===== config.mk =====
export PLATFORM = sky130hd
export DESIGN_NAME = id_ex_stage
export DESIGN_NICKNAME = d
export VERILOG_FILES = /design/src/rtl/id_ex_stage.sv
export SDC_FILE = /design/constraint.sdc
export NUM_CORES = 1
export LEC_CHECK = 0
export ABC_AREA = 1
export BUFFER_PORTS_ARGS = -buffer_cell sky130_fd_sc_hd__buf_2
export CORE_MARGIN = 4
export CORE_UTILIZATION = 55
export CTS_CLUSTER_DIAMETER = 120
export DETAILED_ROUTE_END_ITERATION = 10
export PLACE_DENSITY = 0.87
export SLEW_MARGIN = 20
export SYNTH_ARGS = -nofsm -noshare
export SYNTH_HDL_FRONTEND = slang
export SYNTH_SLANG_ARGS = --single-unit

===== constraint.sdc =====
create_clock -name clk -period 2.85 [get_ports clk]
set_input_delay 0.4275 -clock clk [delete_from_list [all_inputs] [get_ports clk]]
set_output_delay 0.4275 -clock clk [all_outputs]
set_load 0.03 [all_outputs]

===== src/rtl/id_ex_stage.sv =====
// ============================================================================
// id_ex_stage : decode-to-execute pipeline register with operand forwarding,
//               immediate select, load-use hazard detection and stall counter.
// Revision    : 1.0
// ============================================================================
`default_nettype none

module id_ex_stage (
  input  logic        clk,
  input  logic        rst,
  input  logic        flush,
  // decode side
  input  logic        in_valid,
  output logic        in_ready,
  input  logic [4:0]  in_rs1_addr,
  input  logic [4:0]  in_rs2_addr,
  input  logic [31:0] in_rs1_data,
  input  logic [31:0] in_rs2_data,
  input  logic [31:0] in_imm,
  input  logic        in_use_imm,
  input  logic        in_uses_rs1,
  input  logic        in_uses_rs2,
  input  logic [3:0]  in_alu_op,
  input  logic [4:0]  in_rd_addr,
  input  logic        in_rd_wen,
  input  logic        in_is_load,
  // forwarding sources
  input  logic [4:0]  fwd_ex_rd,
  input  logic        fwd_ex_wen,
  input  logic [31:0] fwd_ex_data,
  input  logic        fwd_ex_is_load,
  input  logic [4:0]  fwd_wb_rd,
  input  logic        fwd_wb_wen,
  input  logic [31:0] fwd_wb_data,
  // execute side
  output logic        out_valid,
  input  logic        out_ready,
  output logic [31:0] out_op_a,
  output logic [31:0] out_op_b,
  output logic [31:0] out_store_data,
  output logic [3:0]  out_alu_op,
  output logic [4:0]  out_rd_addr,
  output logic        out_rd_wen,
  output logic        out_is_load,
  output logic [31:0] stall_count
);

  localparam logic [3:0]  c_ALU_ADD  = 4'd0;
  localparam logic [0:0]  c_EMPTY    = 1'b0;
  localparam logic [0:0]  c_FULL     = 1'b1;
  localparam logic [31:0] c_CNT_MAX  = 32'hFFFF_FFFF;

  logic [0:0]  r_state;
  logic [31:0] r_op_a;
  logic [31:0] r_op_b;
  logic [31:0] r_store_data;
  logic [3:0]  r_alu_op;
  logic [4:0]  r_rd_addr;
  logic        r_rd_wen;
  logic        r_is_load;
  logic [31:0] r_stall_count;

  logic        w_rs1_nz;
  logic        w_rs2_nz;
  logic        w_rs1_ex_hit;
  logic        w_rs2_ex_hit;
  logic        w_rs1_wb_hit;
  logic        w_rs2_wb_hit;
  logic [31:0] w_rs1_val;
  logic [31:0] w_rs2_val;
  logic        w_load_use;
  logic        w_full;
  logic        w_accept;

  assign w_rs1_nz     = (in_rs1_addr != 5'd0);
  assign w_rs2_nz     = (in_rs2_addr != 5'd0);
  assign w_rs1_ex_hit = w_rs1_nz && fwd_ex_wen && (fwd_ex_rd == in_rs1_addr);
  assign w_rs2_ex_hit = w_rs2_nz && fwd_ex_wen && (fwd_ex_rd == in_rs2_addr);
  assign w_rs1_wb_hit = w_rs1_nz && fwd_wb_wen && (fwd_wb_rd == in_rs1_addr);
  assign w_rs2_wb_hit = w_rs2_nz && fwd_wb_wen && (fwd_wb_rd == in_rs2_addr);

  // EX is younger than WB, so it takes priority; x0 is hard-wired to zero.
  always_comb begin
    w_rs1_val = in_rs1_data;
    if (!w_rs1_nz)         w_rs1_val = 32'd0;
    else if (w_rs1_ex_hit) w_rs1_val = fwd_ex_data;
    else if (w_rs1_wb_hit) w_rs1_val = fwd_wb_data;
  end

  always_comb begin
    w_rs2_val = in_rs2_data;
    if (!w_rs2_nz)         w_rs2_val = 32'd0;
    else if (w_rs2_ex_hit) w_rs2_val = fwd_ex_data;
    else if (w_rs2_wb_hit) w_rs2_val = fwd_wb_data;
  end

  // A load in EX has no data yet; the dependent instruction waits one cycle
  // and then picks the value up from WB.
  assign w_load_use = in_valid && fwd_ex_is_load && fwd_ex_wen && (fwd_ex_rd != 5'd0) &&
                      ((in_uses_rs1 && (fwd_ex_rd == in_rs1_addr)) ||
                       (in_uses_rs2 && (fwd_ex_rd == in_rs2_addr)));

  assign w_full   = (r_state == c_FULL);
  assign in_ready = !flush && !w_load_use && (!w_full || out_ready);
  assign w_accept = in_valid && in_ready;

  always_ff @(posedge clk) begin
    if (rst) begin
      r_state      <= c_EMPTY;
      r_op_a       <= 32'd0;
      r_op_b       <= 32'd0;
      r_store_data <= 32'd0;
      r_alu_op     <= c_ALU_ADD;
      r_rd_addr    <= 5'd0;
      r_rd_wen     <= 1'b0;
      r_is_load    <= 1'b0;
    end else if (flush) begin
      r_state <= c_EMPTY;
    end else if (w_accept) begin
      r_state      <= c_FULL;
      r_op_a       <= w_rs1_val;
      r_op_b       <= in_use_imm ? in_imm : w_rs2_val;
      r_store_data <= w_rs2_val;
      r_alu_op     <= in_alu_op;
      r_rd_addr    <= in_rd_addr;
      r_rd_wen     <= in_rd_wen;
      r_is_load    <= in_is_load;
    end else if (w_full && out_ready) begin
      r_state <= c_EMPTY;
    end
  end

  always_ff @(posedge clk) begin
    if (rst) begin
      r_stall_count <= 32'd0;
    end else if (w_load_use && !flush && (r_stall_count != c_CNT_MAX)) begin
      r_stall_count <= r_stall_count + 32'd1;
    end
  end

  assign out_valid      = w_full;
  assign out_op_a       = r_op_a;
  assign out_op_b       = r_op_b;
  assign out_store_data = r_store_data;
  assign out_alu_op     = r_alu_op;
  assign out_rd_addr    = r_rd_addr;
  assign out_rd_wen     = r_rd_wen;
  assign out_is_load    = r_is_load;
  assign stall_count    = r_stall_count;

endmodule

`default_nettype wire


==> out/metrics.sh <==
FINALMAXSLEWVIOLATIONS=0
GRT_PASS1_VIAS=10969
SETUP_VIOL=0
WORST_EP_REQUIRED_TIME_PS=3200
NUM-FILL-CELLS=1542
SYNTH_ENABLE_FLOP_CELLS=0
GRT_UTIL_ALL_LAYERS_PCT=35.41
SYNTH_TOP_CELLS_BY_AREA='sky130_fd_sc_hd__dfxtp_1 29%, sky130_fd_sc_hd__nand2_1 23%, sky130_fd_sc_hd__nor2_1 10%'
POST-LAYOUT-TOTAL-POWER_mW=5.547
STD_CELL_ROWS=47
CRIT_PATH_TOP_DELAY_CELL='sky130_fd_sc_hd__dfxtp_1'
R2R_SLACK_PS=460
IR_WORST_VDD_uV=457.4
TIMING_WORST_SLEW_PIN_VALUE_PS=650.3
WORST-SETUP-PATH-TYPE='register to register'
DRC=0
SYN-CELL-AREA_UM2=9508
ROUTED_WIRE_LENGTH_PER_INSTANCE_UM=16.17
FMAXACHIEVABLE_GHz=0.4179
WORST_SETUP_HOLD_PATH_CLK_SLEW_PS=60
POST-SYNTH-TOP-COUNT-CELL='sky130_fd_sc_hd__nand2_1'
GRT_START_MAX_NET_PINS=56
SYNTH.YOSYS.WARNINGS=0
CRITICAL-PATH-MAX-STAGE-DELAY_PS=410
YOSYS_CELL_TYPES=26
SYNTH_ASYNC_SR_FLOP_SHARE_PCT=0
DRT.ANTENNA.VIOLATING_NETS=0
TIMING.MAX_CAP.VIOLATIONS=0
SYN2LAYOUT_AREA_GROWTH_PCT=25.17
LAYOUT_CELLS_SIZED_ABOVE_1_PCT=21.02
POST-DP-HPWL_UM=26930
MAPPEDNETLISTNETS=1888
CTS.PATH.MAX_BUFFERS=2
FP.DIEAREA_UM2=19450
CRITPATHCAPTURETYPE='register'
SEQ_AREA_FRAC_SYNTH_PCT=29.48
FINAL_HOLD_VIOL_COUNT=0
NETLIST_TOP_CELLS_COUNT='573 x sky130_fd_sc_hd__nand2_1, 265 x sky130_fd_sc_hd__nor2_1, 230 x sky130_fd_sc_hd__inv_1'
FLOORPLAN.INITIALDENSITY_PCT=56.73
MAX-SLEW-MARGIN-REL_PCT=56.65
SYN_AVG_CELL_AREA_UM2=5.643
TRITONCTS_NUM_SINKS=140
RUN_STATUS='completed'
I_O_BUFFERS=342
TOTAL_LEAKAGE_POWER_nW=6.665
YS_DOMINANT_REG_CELL='sky130_fd_sc_hd__dfxtp_1'
GLOBAL_ROUTE_WIRE_LENGTH_BEFORE_REPAIR_UM=56040
SYNTHCELLS=1685
CTS.HTREE.LEVELS=4
POSTLAYOUTSETUPSLACKWORST_PS=456.9
LAYOUT_MIN_CYCLE_TIME_PS=2393
LAYOUT.CELLS.NON_FILLER=2210
IO_PINS=343
WORST_SETUP_PATH_START_KIND='register'
FINAL_CORE_UTIL_PCT=71.01
CORE-AREA_UM2=16760
DETAILEDROUTE.FIRSTPASSITERATIONCOUNT=6
GP_ROUTABILITY_CONGESTION=0.9944
GR-TOTAL-OVERFLOW=0
CTS_INSERTED_BUFFERS=17
PATH_CELLS='ha_1, nand2_1, nor2_1, nand2_1, nor2_1, nand2_1, nand4_2, buf_4, nand2_1, a21oi_1'
DIE_WIDTH_UM=139.5
CRITICAL-PATH-TOP-CELL-BY-COUNT='sky130_fd_sc_hd__nand2_1'
PLACE_WORST_SETUP_SLACK_PS=500.2
CLOCK_SKEW_PS=7.382
ROUTE.VIAS.TOTAL=11710
POST_CTS_RESIZED=0
DRT_ITER0_MARKERS=1163
NET_TOTAL_IN_THE_FINAL_LAYOUT=2180
ROOT_BUFFER='sky130_fd_sc_hd__clkbuf_16'
GRT_ANTENNA_BEFORE_REPAIR=2
SYNTH_TOP_AREA_SHARE_PCT=29.48
FIN_TNS_SETUP_PS=0
HOLDBUFCOUNTCTS=0
POST_CTS.REPAIR.SETUP_BUFFERS=0
CELLPOWERDENSITY_nW_PER_UM2=466.1
POST-SYNTH-TOP-AREA-CELL='sky130_fd_sc_hd__dfxtp_1'
WL_UM=35730
CRITPATHARRIVALTIME_PS=2740
AVG_VIAS_PER_CELL=5.299
DIE-HEIGHT_UM=139.5
MIN_PERIOD_OVER_PERIOD_PCT=83.97
NUMBER_OF_PLACED_INSTANCES_WITH_TAPS_INCLUDED=2178
RSZ0062_AT_GRT='no'
CLKLATENCYLATEPIN_PS=430
MIN-DELAY-PATH-CLASS='primary input to register'
TRITONCTS='built'
SYNTH_SEQ_CELLS=140
CRITPATHMAXFANOUT=21
==> path summary, 6_finish.rpt <==
check / from / endpoint / cells after the start
max: stall_count[0] / stall_count[24] / 10
max reg2reg: stall_count[0] / stall_count[24] / 10
min: in_alu_op[1] / out_alu_op[1] / 3
min reg2reg: stall_count[31] / stall_count[31] / 2
==> area by class of cell <==
| cell class | count | area [um^2] | area share, % |
|---|---|---|---|
| Multi-Input combinational cell | 1209 | 5363 | 45.06 |
| Sequential cell | 140 | 2803 | 23.55 |
| Timing Repair Buffer | 372 | 1999 | 16.80 |
| Inverter | 237 | 890.9 | 7.485 |
| Clock buffer | 19 | 452.9 | 3.806 |
| Tap cell | 220 | 275.3 | 2.313 |
| Clock inverter | 12 | 115.1 | 0.9672 |
| Antenna cell | 1 | 2.502 | 0.02103 |
==> stage by stage <==
step | area, um^2 | hold WS (ps)
2_1_floorplan | 9508 | 562.4
5_1_grt | 11900 | 226.0
6_report | 11900 | 223.6
3_5_place_dp | 11330 | 475.3
3_3_place_gp | 11330 | 465.3
4_1_cts | 11900 | 214.7
==> routing by layer <==
metal / share of wire, % / vias up / track usage (%)
li1: - / 5725 / -
met1: 38 / 5212 / 42.68
met2: 46 / 628 / 59.11
met3: 9.7 / 143 / 7.376
met4: 5.8 / 2 / 19.21
met5: 0.039 / - / 0
==> cell usage in the layout (no fill, tap or decap), drive strengths merged <==
cell      instances
a21oi            87
clkbuf           19
nor3             15
o21ai            34
bufinv            1
inv             235
or2               2
xor2             21
xnor2            12
nand3b           55
nor2            266
clkinvlp          3
nand4            42
ha                1
diode             1
nand2           575
dfxtp           140
nor4              1
buf             372
nand3            97
clkinv           10
o211ai            1
==> flip-flops by register name (all words and copies together) (netlist names) <==
signal	flops
out_rd_wen	1
stall_count	32
out_valid	1
out_store_data	32
out_is_load	1
out_rd_addr	5
out_op_b	32
out_alu_op	4
out_op_a	32
==> critical path, delay by kind of cell (launching register included) <==
family,cells,cell delay [ps]
AND/OR/NAND/NOR,7,1320
flip-flops,1,410
adder cells (fa/ha/maj),1,200
buffers and inverters,1,260
AO/OA/AOI/OAI,1,140
==> power by group <==
group | internal, mW | total, mW | switching (mW)
logic | 0.415 | 1.26 | 0.841
registers | 2.07 | 2.13 | 0.0594
clock network | 1.25 | 2.17 | 0.915
==> kinds of logic (layout without fill, tap and decap cells) <==
family,Yosys count,count (layout),synth area share (%)
and+or+nand+nor,1053,1053,46.55
adders and majority gates,1,1,0.1316
AOI/OAI and AO/OA,122,122,6.448
xor gates and xnor gates,33,33,3.040
other,0,1,0
buffers and inverters,336,640,14.36
DFF,140,140,29.48
Power figures use the tool's default switching activity.
